--- src/rtl/uart_tx_fifo.sv ---
// 8N1 UART transmitter fed by a small circular FIFO.
// Frames go out back-to-back while the FIFO holds data.
module uart_tx_fifo #(
    parameter int CLK_FREQ = 50_000_000,
    parameter int UART_BPS = 115200,
    parameter int FIFO_AW  = 2
) (
    input  logic       clk,
    input  logic       clr,
    input  logic [7:0] tx_data,
    input  logic       tx_valid,
    output logic       tx_full,
    output logic       tx_empty,
    output logic       tx_busy,
    output logic       tx_done,
    output logic       uart_txd
);
    localparam int BPS_CNT = CLK_FREQ / UART_BPS;
    localparam int CNT_W   = $clog2(BPS_CNT + 1);
    localparam int DEPTH   = 2 ** FIFO_AW;
    localparam logic [CNT_W-1:0]   CNT_MAX  = CNT_W'(BPS_CNT - 1);
    localparam logic [FIFO_AW:0]   CNT_FULL = (FIFO_AW + 1)'(DEPTH);

    typedef enum logic [1:0] {IDLE, START, DATA, STOP} state_t;

    logic [7:0]         fifo_mem [DEPTH];
    logic [FIFO_AW-1:0] wr_ptr_reg;
    logic [FIFO_AW-1:0] rd_ptr_reg;
    logic [FIFO_AW:0]   fifo_cnt_reg;
    logic               push;
    logic               pop;

    state_t           state_reg, state_next;
    logic [CNT_W-1:0] count_reg, count_next;
    logic [2:0]       bit_cnt_reg, bit_cnt_next;
    logic [2:0]       bit_inc;
    logic [7:0]       tx_shift_reg, tx_shift_next;
    logic             txd_reg, txd_next;
    logic             bit_end;

    // Full/empty come from the registered count, so a pop frees space one cycle later.
    assign tx_full  = (fifo_cnt_reg == CNT_FULL);
    assign tx_empty = (fifo_cnt_reg == '0);
    assign push     = tx_valid & ~tx_full;

    always_ff @(posedge clk) begin
        if (push) begin
            fifo_mem[wr_ptr_reg] <= tx_data;
        end
    end

    always_ff @(posedge clk or negedge clr) begin
        if (!clr) begin
            wr_ptr_reg   <= '0;
            rd_ptr_reg   <= '0;
            fifo_cnt_reg <= '0;
        end else begin
            if (push) begin
                wr_ptr_reg <= wr_ptr_reg + FIFO_AW'(1);
            end
            if (pop) begin
                rd_ptr_reg <= rd_ptr_reg + FIFO_AW'(1);
            end
            case ({push, pop})
                2'b10:   fifo_cnt_reg <= fifo_cnt_reg + (FIFO_AW + 1)'(1);
                2'b01:   fifo_cnt_reg <= fifo_cnt_reg - (FIFO_AW + 1)'(1);
                default: fifo_cnt_reg <= fifo_cnt_reg;
            endcase
        end
    end

    always_ff @(posedge clk or negedge clr) begin
        if (!clr) begin
            state_reg    <= IDLE;
            count_reg    <= '0;
            bit_cnt_reg  <= '0;
            tx_shift_reg <= '0;
            txd_reg      <= 1'b1;
        end else begin
            state_reg    <= state_next;
            count_reg    <= count_next;
            bit_cnt_reg  <= bit_cnt_next;
            tx_shift_reg <= tx_shift_next;
            txd_reg      <= txd_next;
        end
    end

    assign bit_end = (count_reg == CNT_MAX);
    assign bit_inc = bit_cnt_reg + 3'd1;

    // The line level for the coming cycle is decided here and registered,
    // so uart_txd never glitches and follows the state by one edge.
    always_comb begin
        state_next    = state_reg;
        count_next    = count_reg;
        bit_cnt_next  = bit_cnt_reg;
        tx_shift_next = tx_shift_reg;
        txd_next      = txd_reg;
        pop           = 1'b0;
        case (state_reg)
            IDLE: begin
                count_next = '0;
                txd_next   = 1'b1;
                if (!tx_empty) begin
                    pop           = 1'b1;
                    tx_shift_next = fifo_mem[rd_ptr_reg];
                    state_next    = START;
                    txd_next      = 1'b0;
                end
            end
            START: begin
                if (bit_end) begin
                    count_next   = '0;
                    bit_cnt_next = '0;
                    state_next   = DATA;
                    txd_next     = tx_shift_reg[0];
                end else begin
                    count_next = count_reg + CNT_W'(1);
                end
            end
            DATA: begin
                if (bit_end) begin
                    count_next = '0;
                    if (bit_cnt_reg == 3'd7) begin
                        state_next = STOP;
                        txd_next   = 1'b1;
                    end else begin
                        bit_cnt_next = bit_inc;
                        txd_next     = tx_shift_reg[bit_inc];
                    end
                end else begin
                    count_next = count_reg + CNT_W'(1);
                end
            end
            STOP: begin
                if (bit_end) begin
                    count_next = '0;
                    if (!tx_empty) begin
                        pop           = 1'b1;
                        tx_shift_next = fifo_mem[rd_ptr_reg];
                        state_next    = START;
                        txd_next      = 1'b0;
                    end else begin
                        state_next = IDLE;
                        txd_next   = 1'b1;
                    end
                end else begin
                    count_next = count_reg + CNT_W'(1);
                end
            end
            default: begin
                state_next = IDLE;
                txd_next   = 1'b1;
            end
        endcase
    end

    assign tx_done  = (state_reg == STOP) && bit_end;
    assign tx_busy  = (state_reg != IDLE);
    assign uart_txd = txd_reg;

endmodule

--- config.mk ---
export PLATFORM = sky130hd
export DESIGN_NAME = uart_tx_fifo
export DESIGN_NICKNAME = d
export VERILOG_FILES = /design/src/rtl/uart_tx_fifo.sv
export SDC_FILE = /design/constraint.sdc
export NUM_CORES = 1
export LEC_CHECK = 0
export BUFFER_PORTS_ARGS = -buffer_cell sky130_fd_sc_hd__clkbuf_2
export CORE_ASPECT_RATIO = 1.5
export CORE_MARGIN = 2
export CORE_UTILIZATION = 64
export CTS_CLUSTER_DIAMETER = 30
export DETAILED_ROUTE_END_ITERATION = 16
export PLACE_DENSITY_LB_ADDON = 0.1
export SLEW_MARGIN = 20
export SYNTH_ARGS = -nofsm -noshare
export SYNTH_HDL_FRONTEND = slang
export SYNTH_SLANG_ARGS = --single-unit
--- constraint.sdc ---
create_clock -name clk -period 3.5 [get_ports clk]
set_input_delay 0.525 -clock clk [delete_from_list [all_inputs] [get_ports clk]]
set_output_delay 0.525 -clock clk [all_outputs]
set_load 0.02 [all_outputs]
==> results of run 1 <==
[synthesized netlist by cell type, drive strengths merged]
cell     count
nand4        1
buf          2
mux2        12
o21bai       1
fa           1
a22o         5
and2         4
nor2        14
nand3        3
mux4         9
or2          1
a2bb2oi      1
nand2        6
o32ai        1
nand2b       1
xor2         6
inv         13
dfrtp       29
edfxtp      32
ha          14
nor3         5
nor2b        2
o211ai       1
o21ai        5
o22a         1
nand4b       1
a221oi       1
xnor2        7
dfstp        1
nand4bb      1
and3         2
a21oi        1
mux2i        1
o21a         1
o211a        1
o22ai        1
[path summary, 6_finish.rpt]
check | from | end | slack [ps] | cells past startpoint
setup / recovery | state_reg[0] | fifo_cnt_reg[2] | 990 | 10
hold / removal | clr | tx_shift_reg[2] | 250 | 1
setup reg to reg | state_reg[0] | fifo_cnt_reg[2] | 990 | 10
hold reg to reg | tx_shift_reg[3] | tx_shift_reg[3] | 510 | 1
max in group asynchronous | clr | bit_cnt_reg[0] | 2770 | 1
min in group clk | tx_data[6] | fifo_mem[2][6] | 400 | 1
[metal layers]
metal	wire length [um]	part of all wire	global-route usage
met1	1790	0.39	0.246
met2	2600	0.56	0.373
met3	138	0.030	0.0483
met4	82	0.018	0.0994
met5	0	0	0
[cell type report]
class,count,area [um2],share of cell area
Multi-Input combinational cell,111,1070,0.338
Clock buffer,9,124,0.0392
Tap cell,46,57.6,0.0182
Clock inverter,7,72.6,0.0230
Inverter,13,48.8,0.0155
Sequential cell,62,1710,0.543
Timing Repair Buffer,15,75.1,0.0238
[worst max-delay path: stages (launching register included)]
cell,delay (ps)
dfrtp_1,410
inv_1,150
ha_1,260
nor2_1,290
o21a_1,220
ha_1,190
inv_1,70
fa_1,380
xor2_1,160
nor2_1,120
xor2_1,180
[cells by family (layout without fill, tap and decap cells)]
family / after synthesis / after routing / share of synthesized area
compound gates: 20 / 20 / 0.0560
xor+xnor: 13 / 13 / 0.0401
mux: 22 / 22 / 0.123
flops: 62 / 62 / 0.604
fa+ha+maj: 15 / 15 / 0.0688
simple gates: 41 / 41 / 0.0882
buf+inv: 15 / 44 / 0.0203
[power groups by stage]
| stage | clock, mW | sequential, mW | combinational (mW) |
|---|---|---|---|
| after CTS | 0.622 | 1.17 | 0.909 |
| after detailed placement | 0 | 1.19 | 0.898 |
| after global routing | 0.652 | 1.20 | 1.00 |
| final | 0.609 | 1.17 | 0.895 |
| after global placement | 0 | 1.16 | 0.855 |
| after floorplan | 0 | 1.10 | 0.760 |
[metrics by stage]
step	total power, mW	area (um2)	util	setup WS (ps)
after floorplan	1.86	2840	-	1160
after global routing	2.85	3160	0.744	824
after CTS	2.70	3160	0.744	963
final	2.67	3160	0.744	989
after detailed placement	2.08	2960	0.697	997
after global placement	2.02	2960	0.697	1180
==> metrics.log, run 1 <==
[metrics] CP Launch Type: flop
[metrics] antenna violations before repair: 0
[metrics] worst path required time: between 3000 and 4000 ps
[metrics] run status: complete, no violations
[metrics] grt total ovfl: 0
[metrics] largest net degree at the start of global routing: 31
[metrics] routed wire length: 4610 um
[metrics] diodes inserted: 0
[metrics] Max FO, Critical Path: 5
[metrics] Synth area leaders: edfxtp_1 34%, dfrtp_1 26%, mux4_2 7.1%
[metrics] Initial DRT Pass Iterations: 4
[metrics] share of total power consumed by net switching: 0.336
[metrics] post-synthesis area per instance: approximately 15 um2
[metrics] most frequent cells in the layout: 32 x edfxtp_1, 29 x dfrtp_1, 15 x clkbuf_2, 14 x nor2_1, 14 x ha_1
[metrics] Gate power share: 0.335
[metrics] final setup violation count: 0
[metrics] number of buffer cells added on primary ports: 15
[metrics] post-synthesis cell count: 188
[metrics] number of nets in the synthesized netlist: 214
[metrics] total routing usage reported by global routing: 0.214
[metrics] clock network power share: 0.228
[metrics] share of synthesized area occupied by flip-flops and latches: 0.604
[metrics] Clock Latency Late Sink: about 330 ps
[metrics] count of state elements after synthesis: 62
[metrics] final hold violations: 0
[metrics] critical setup path kind: reg -> reg
[metrics] # DRC: 0
[metrics] vias after detailed routing: approximately 1600
[metrics] Area Overhead vs Synth: 11.3%
[metrics] min cycle time layout: ~2500 ps
[metrics] via count of the first global-routing pass: between 1500 and 2000
[metrics] detailed placement HPWL: 3370 um
[metrics] leakage power figure: approximately 1.3 nW
[metrics] netlist area before placement: approximately 2800 um2
[metrics] y dimension of the die: between 80 and 90 um
[metrics] critical path capture point type: flop
[metrics] initial cell density of the core: 0.668
[metrics] Fin Hold WS: 250 ps
[metrics] fraction of layout cells with a size suffix above 1: 0.276
[metrics] number of buffers added to fix hold violations after cts: 0
[metrics] top-level I/O count: 16
[metrics] post-CTS setup buffers: 0
[metrics] number of H-tree levels: 3
[metrics] count of unique library cells instantiated by Yosys: a little over 40
[metrics] number of placed instances with taps included: approximately 250
[metrics] kind of path behind the tightest hold check: in -> async
[metrics] power density over the cells: between 800 and 900 nW/um2
[metrics] Yosys warning total: 0
[metrics] flip-flop count of the largest register after layout: 32
[metrics] final critical-path share of the clock period: 0.717
[metrics] setup repair after global routing missed its margin: no
[metrics] global placer's final weighted congestion: just under 0.8
[metrics] Final #Nets: between 200 and 250
[metrics] accumulated negative setup slack: 0 ps
[metrics] Worst slew margin: 0.497
[metrics] Pins Over Slew Limit: 0
[metrics] Sw Pwr: between 0.8 and 0.9 mW
[metrics] core outline area: approximately 4200 um2
[metrics] Num CTS Buffers: 9
[metrics] total of max-cap violations: 0
[metrics] detailed router's first-iteration violation count: 64
[metrics] CTS Sinks: 62
[metrics] Routed WL per cell: between 15 and 20 um
[metrics] top achievable clock speed: 398 MHz
[metrics] post-route insts no fill: 263
[metrics] Die X: ~60 um
[metrics] number of placement rows: 29
[metrics] maximum count of clock buffers along a single path: 2
[metrics] layout filler cell count: 270
[metrics] worst supply voltage drop on vdd: roughly 0.00076 V
[metrics] first-pass GRT wire length: ~7800 um
[metrics] clock slew at the register clock pins of the worst setup and hold paths: around 70 ps
[metrics] actual slew at the worst max-slew pin: 754 ps
[metrics] cell taking the most area after synthesis: edfxtp_1
[metrics] CTS tree: done
[metrics] Worst Clk Skew: 10.4 ps
[metrics] relative contribution of sequential cells to total power: 0.436
[metrics] count of nets left with antenna violations after detail routing: 0
[metrics] Via density: around 6
[metrics] CTS root buf: clkbuf_8
[metrics] commonest non-fill, non-tap cell in the layout: edfxtp_1
[metrics] internal portion of total power: around 1.8 mW
[metrics] floorplan die area: between 4000 and 5000 um2
[metrics] post_cts resized: 0
[metrics] proportion of netlist area held by the largest area contributor: 0.339
[metrics] data arrival time of the worst path: between 2000 and 3000 ps
Power figures use the tool's default switching activity.
==> inputs of run 2 (changes only) <==
--- a/config.mk
+++ b/config.mk
@@ -8,7 +8,7 @@
 export BUFFER_PORTS_ARGS = -buffer_cell sky130_fd_sc_hd__clkbuf_2
 export CORE_ASPECT_RATIO = 1.5
 export CORE_MARGIN = 2
-export CORE_UTILIZATION = 64
+export CORE_UTILIZATION = 54
 export CTS_CLUSTER_DIAMETER = 30
 export DETAILED_ROUTE_END_ITERATION = 16
 export PLACE_DENSITY_LB_ADDON = 0.1
==> constraint.sdc (replaced) <==
create_clock -name clk -period 2.3 [get_ports clk]
set_input_delay 0.345 -clock clk [delete_from_list [all_inputs] [get_ports clk]]
set_output_delay 0.345 -clock clk [all_outputs]
set_load 0.02 [all_outputs]
==> run 2 against run 1 <==
Die area up 17%. Combinational power up 73%. Global-route usage down 2.5 points. Critical endpoint unchanged. Wire length up 2.3%. Utilization down 8.6 points. Cell count up 13%. Sequential share of layout area down 3.0 points. Flip-flop and latch count unchanged. Design area up 5.9%. Largest cell class unchanged.
==> metrics.log, run 2 (same netlist as run 1, synthesis figures left out) <==
[metrics] count of cell instances traversed by the critical path: 10 (unchanged)
[metrics] final setup violation count: 0 (unchanged)
[metrics] CTS tree: done
[metrics] run status: complete, no violations
[metrics] Via density: 5.39 (-9.6%)
[metrics] Num CTS Buffers: 9 (unchanged)
[metrics] number of placement rows: 32 (+10%)
[metrics] Routed WL per cell: 15.8 um (-9.7%)
[metrics] total of max-cap violations: 0 (unchanged)
[metrics] Initial DRT Pass Iterations: 4 (unchanged)
[metrics] Max FO, Critical Path: 5 (unchanged)
[metrics] worst path required time: 2540 ps (-1210 ps)
[metrics] vias after detailed routing: 1607 (+2.4%)
[metrics] largest net degree at the start of global routing: 31 (unchanged)
[metrics] first-pass GRT wire length: 8200 um (+5.0%)
[metrics] endpoint of the most critical register-to-register path: fifo_cnt_reg[2]
[metrics] accumulated negative setup slack: 0 ps (unchanged)
[metrics] Pins Over Slew Limit: 0 (unchanged)
[metrics] actual slew at the worst max-slew pin: 743 ps (-11.4 ps)
[metrics] total design power: 4.43 mW (+66%)
[metrics] total routing usage reported by global routing: 0.189 (-0.0254)
[metrics] # DRC: 0 (unchanged)
[metrics] share of total power consumed by net switching: 0.316 (-0.0207)
[metrics] number of buffer cells added on primary ports: 15 (unchanged)
[metrics] grt total ovfl: 0 (unchanged)
[metrics] top-level I/O count: 16 (unchanged)
[metrics] power density over the cells: 1320 nW/um2 (+57%)
[metrics] Area Overhead vs Synth: 17.8%
[metrics] core outline area: 5080 um2 (+20%)
[metrics] detailed placement HPWL: 3310 um (-2.0%)
[metrics] Sw Pwr: 1.40 mW (+56%)
[metrics] flip-flop count of the largest register after layout: 32 (unchanged)
[metrics] Gate power share: 0.349 (+0.014)
[metrics] y dimension of the die: 92.8 um (+8.5%)
[metrics] number of H-tree levels: 3 (unchanged)
[metrics] commonest non-fill, non-tap cell in the layout: edfxtp_1
[metrics] CP Launch Type: flop
[metrics] Worst Clk Skew: 6.40 ps (-4.03 ps)
[metrics] slowest CP cell: dfrtp_1
[metrics] Die X: 63.2 um (+8.3%)
[metrics] CTS root buf: clkbuf_8
[metrics] crit-path cells: inv_2 -> ha_1 -> nor2_2 -> o21a_1 -> ha_2 -> inv_2 -> fa_2 -> xor2_1 -> nor2_1 -> xor2_1
[metrics] critical setup path kind: reg -> reg
[metrics] min cycle time layout: 2200 ps (-309 ps)
[metrics] global placer's final weighted congestion: 0.716 (-6.9%)
[metrics] critical path capture point type: flop
[metrics] final core utilization: 0.657 (-0.0864)
[metrics] clock slew at the register clock pins of the worst setup and hold paths: 70 ps (about the same)
[metrics] launching element of the worst setup path: state_reg[0]
[metrics] relative contribution of sequential cells to total power: 0.397 (-0.039)
[metrics] antenna violations before repair: 0 (unchanged)
[metrics] detailed router's first-iteration violation count: 54 (-16%)
[metrics] worst supply voltage drop on vdd: 0.000687 V (-9.2%)
[metrics] data arrival time of the worst path: 2450 ps (-310 ps)
[metrics] beginning of the worst register-to-register path: state_reg[0]
[metrics] CTS Sinks: 62 (unchanged)
[metrics] count of nets left with antenna violations after detail routing: 0 (unchanged)
[metrics] internal portion of total power: 3.03 mW (+71%)
[metrics] number of cells on the worst reg-to-reg path: 10 (unchanged)
[metrics] maximum count of clock buffers along a single path: 2 (unchanged)
[metrics] critical path's top delay family: adder cells
[metrics] leakage power figure: 1.40 nW (+6.6%)
[metrics] Clock Latency Late Sink: 330 ps (about the same)
[metrics] initial cell density of the core: 0.558 (-0.110)
[metrics] Final #Nets: 251 (+5.5%)
[metrics] critical path capture point: fifo_cnt_reg[2]
[metrics] floorplan die area: 5860 um2 (+17%)
[metrics] via count of the first global-routing pass: 1756 (+4.2%)
[metrics] kind of path behind the tightest hold check: in -> async
[metrics] setup repair after global routing missed its margin: yes
[metrics] crit path buf inv count: 2 (unchanged)
[metrics] internal reg-to-reg setup slack: 100 ps (-890 ps)
[metrics] final critical-path share of the clock period: 0.957 (+0.240)
[metrics] routed wire length: 4720 um (+2.3%)
[metrics] clock network power share: 0.253 (+0.025)
[metrics] fraction of layout cells with a size suffix above 1: 0.348 (+0.0713)
[metrics] Worst slew margin: 0.505 (+0.00762)
[metrics] most frequent cells in the layout: 32 x edfxtp_1, 29 x dfrtp_1, 15 x clkbuf_2, 13 x nor2_1, 13 x buf_4
[metrics] top achievable clock speed: 454 MHz (+14%)
[metrics] final hold violations: 0 (unchanged)
[metrics] crit-path max cell delay: 400 ps (about the same)
[metrics] diodes inserted: 0 (unchanged)
[metrics] number of buffers added to fix hold violations after cts: 0 (unchanged)
run 2: changes by cell type in the layout (fill, tap and decap cells not counted), moves of 2 or more:
cell | before | now
buf_4 | 0 | 13
bufinv_16 | 1 | 3
ha_1 | 14 | 11
ha_2 | 0 | 3
inv_1 | 13 | 10
inv_2 | 0 | 3
run 2: power groups by stage:
stage | sequential, mW | combinational [mW] | clock (mW)
2_1_floorplan | 1.67 | 1.16 | 0
3_3_place_gp | 1.78 | 1.37 | 0
3_5_place_dp | 1.79 | 1.42 | 0
4_1_cts | 1.77 | 1.50 | 1.15
5_1_grt | 1.81 | 1.73 | 1.21
6_report | 1.76 | 1.55 | 1.12
run 2: through the flow:
| stage | hold WS [ps] | instance area [um2] | setup WS (ps) | std cells |
|---|---|---|---|---|
| after floorplan | 49.4 | 2840 | 52.5 | 188 |
| after global placement | 440 | 3020 | 136 | 272 |
| after detailed placement | 446 | 3020 | -10.1 | 272 |
| after CTS | 81.4 | 3300 | 45.8 | 293 |
| after global routing | 113 | 3340 | -62.6 | 298 |
| final | 66.0 | 3340 | 98.0 | 298 |
run 2: layout make-up:
class | instances | area [um2]
Sequential cell | 62 | 1710
Multi-Input combinational cell | 111 | 1080
Tap cell | 68 | 85.1
Fill cell | 397 | 1740
Inverter | 13 | 48.8
Clock buffer | 10 | 128
Clock inverter | 6 | 110
Timing Repair Buffer | 28 | 173
run 2: worst min-delay path by stage:
stage,startpoint,endpoint,slack (ps),depth (start not counted)
finish,clr,count_reg[8],70,1
global route,clr,count_reg[4],110,1
CTS,clr,count_reg[4],80,1
detailed placement,clr,count_reg[4],450,1
global placement,clr,count_reg[4],440,1
floorplan,clr,bit_cnt_reg[0],50,0
run 2: per-layer routing:
| layer | track usage | routed length, um |
|---|---|---|
| met1 | 0.207 | 1840 |
| met2 | 0.330 | 2620 |
| met3 | 0.0486 | 154 |
| met4 | 0.107 | 109 |
| met5 | 0 | 0 |
run 2: worst reg2reg max path, cell delays in order (launching register included):
cell and delay, ps:
dfrtp_1 400, inv_2 80, ha_1 320, nor2_2 130, o21a_1 180, ha_2 200
inv_2 40, fa_2 330, xor2_1 150, nor2_1 120, xor2_1 180
run 2: timing repair:
item	4_1_cts	5_1_grt
gates resized for setup	6	2
pin swaps	4	5
endpoints found under the setup margin	1	1
setup buffers	5	5
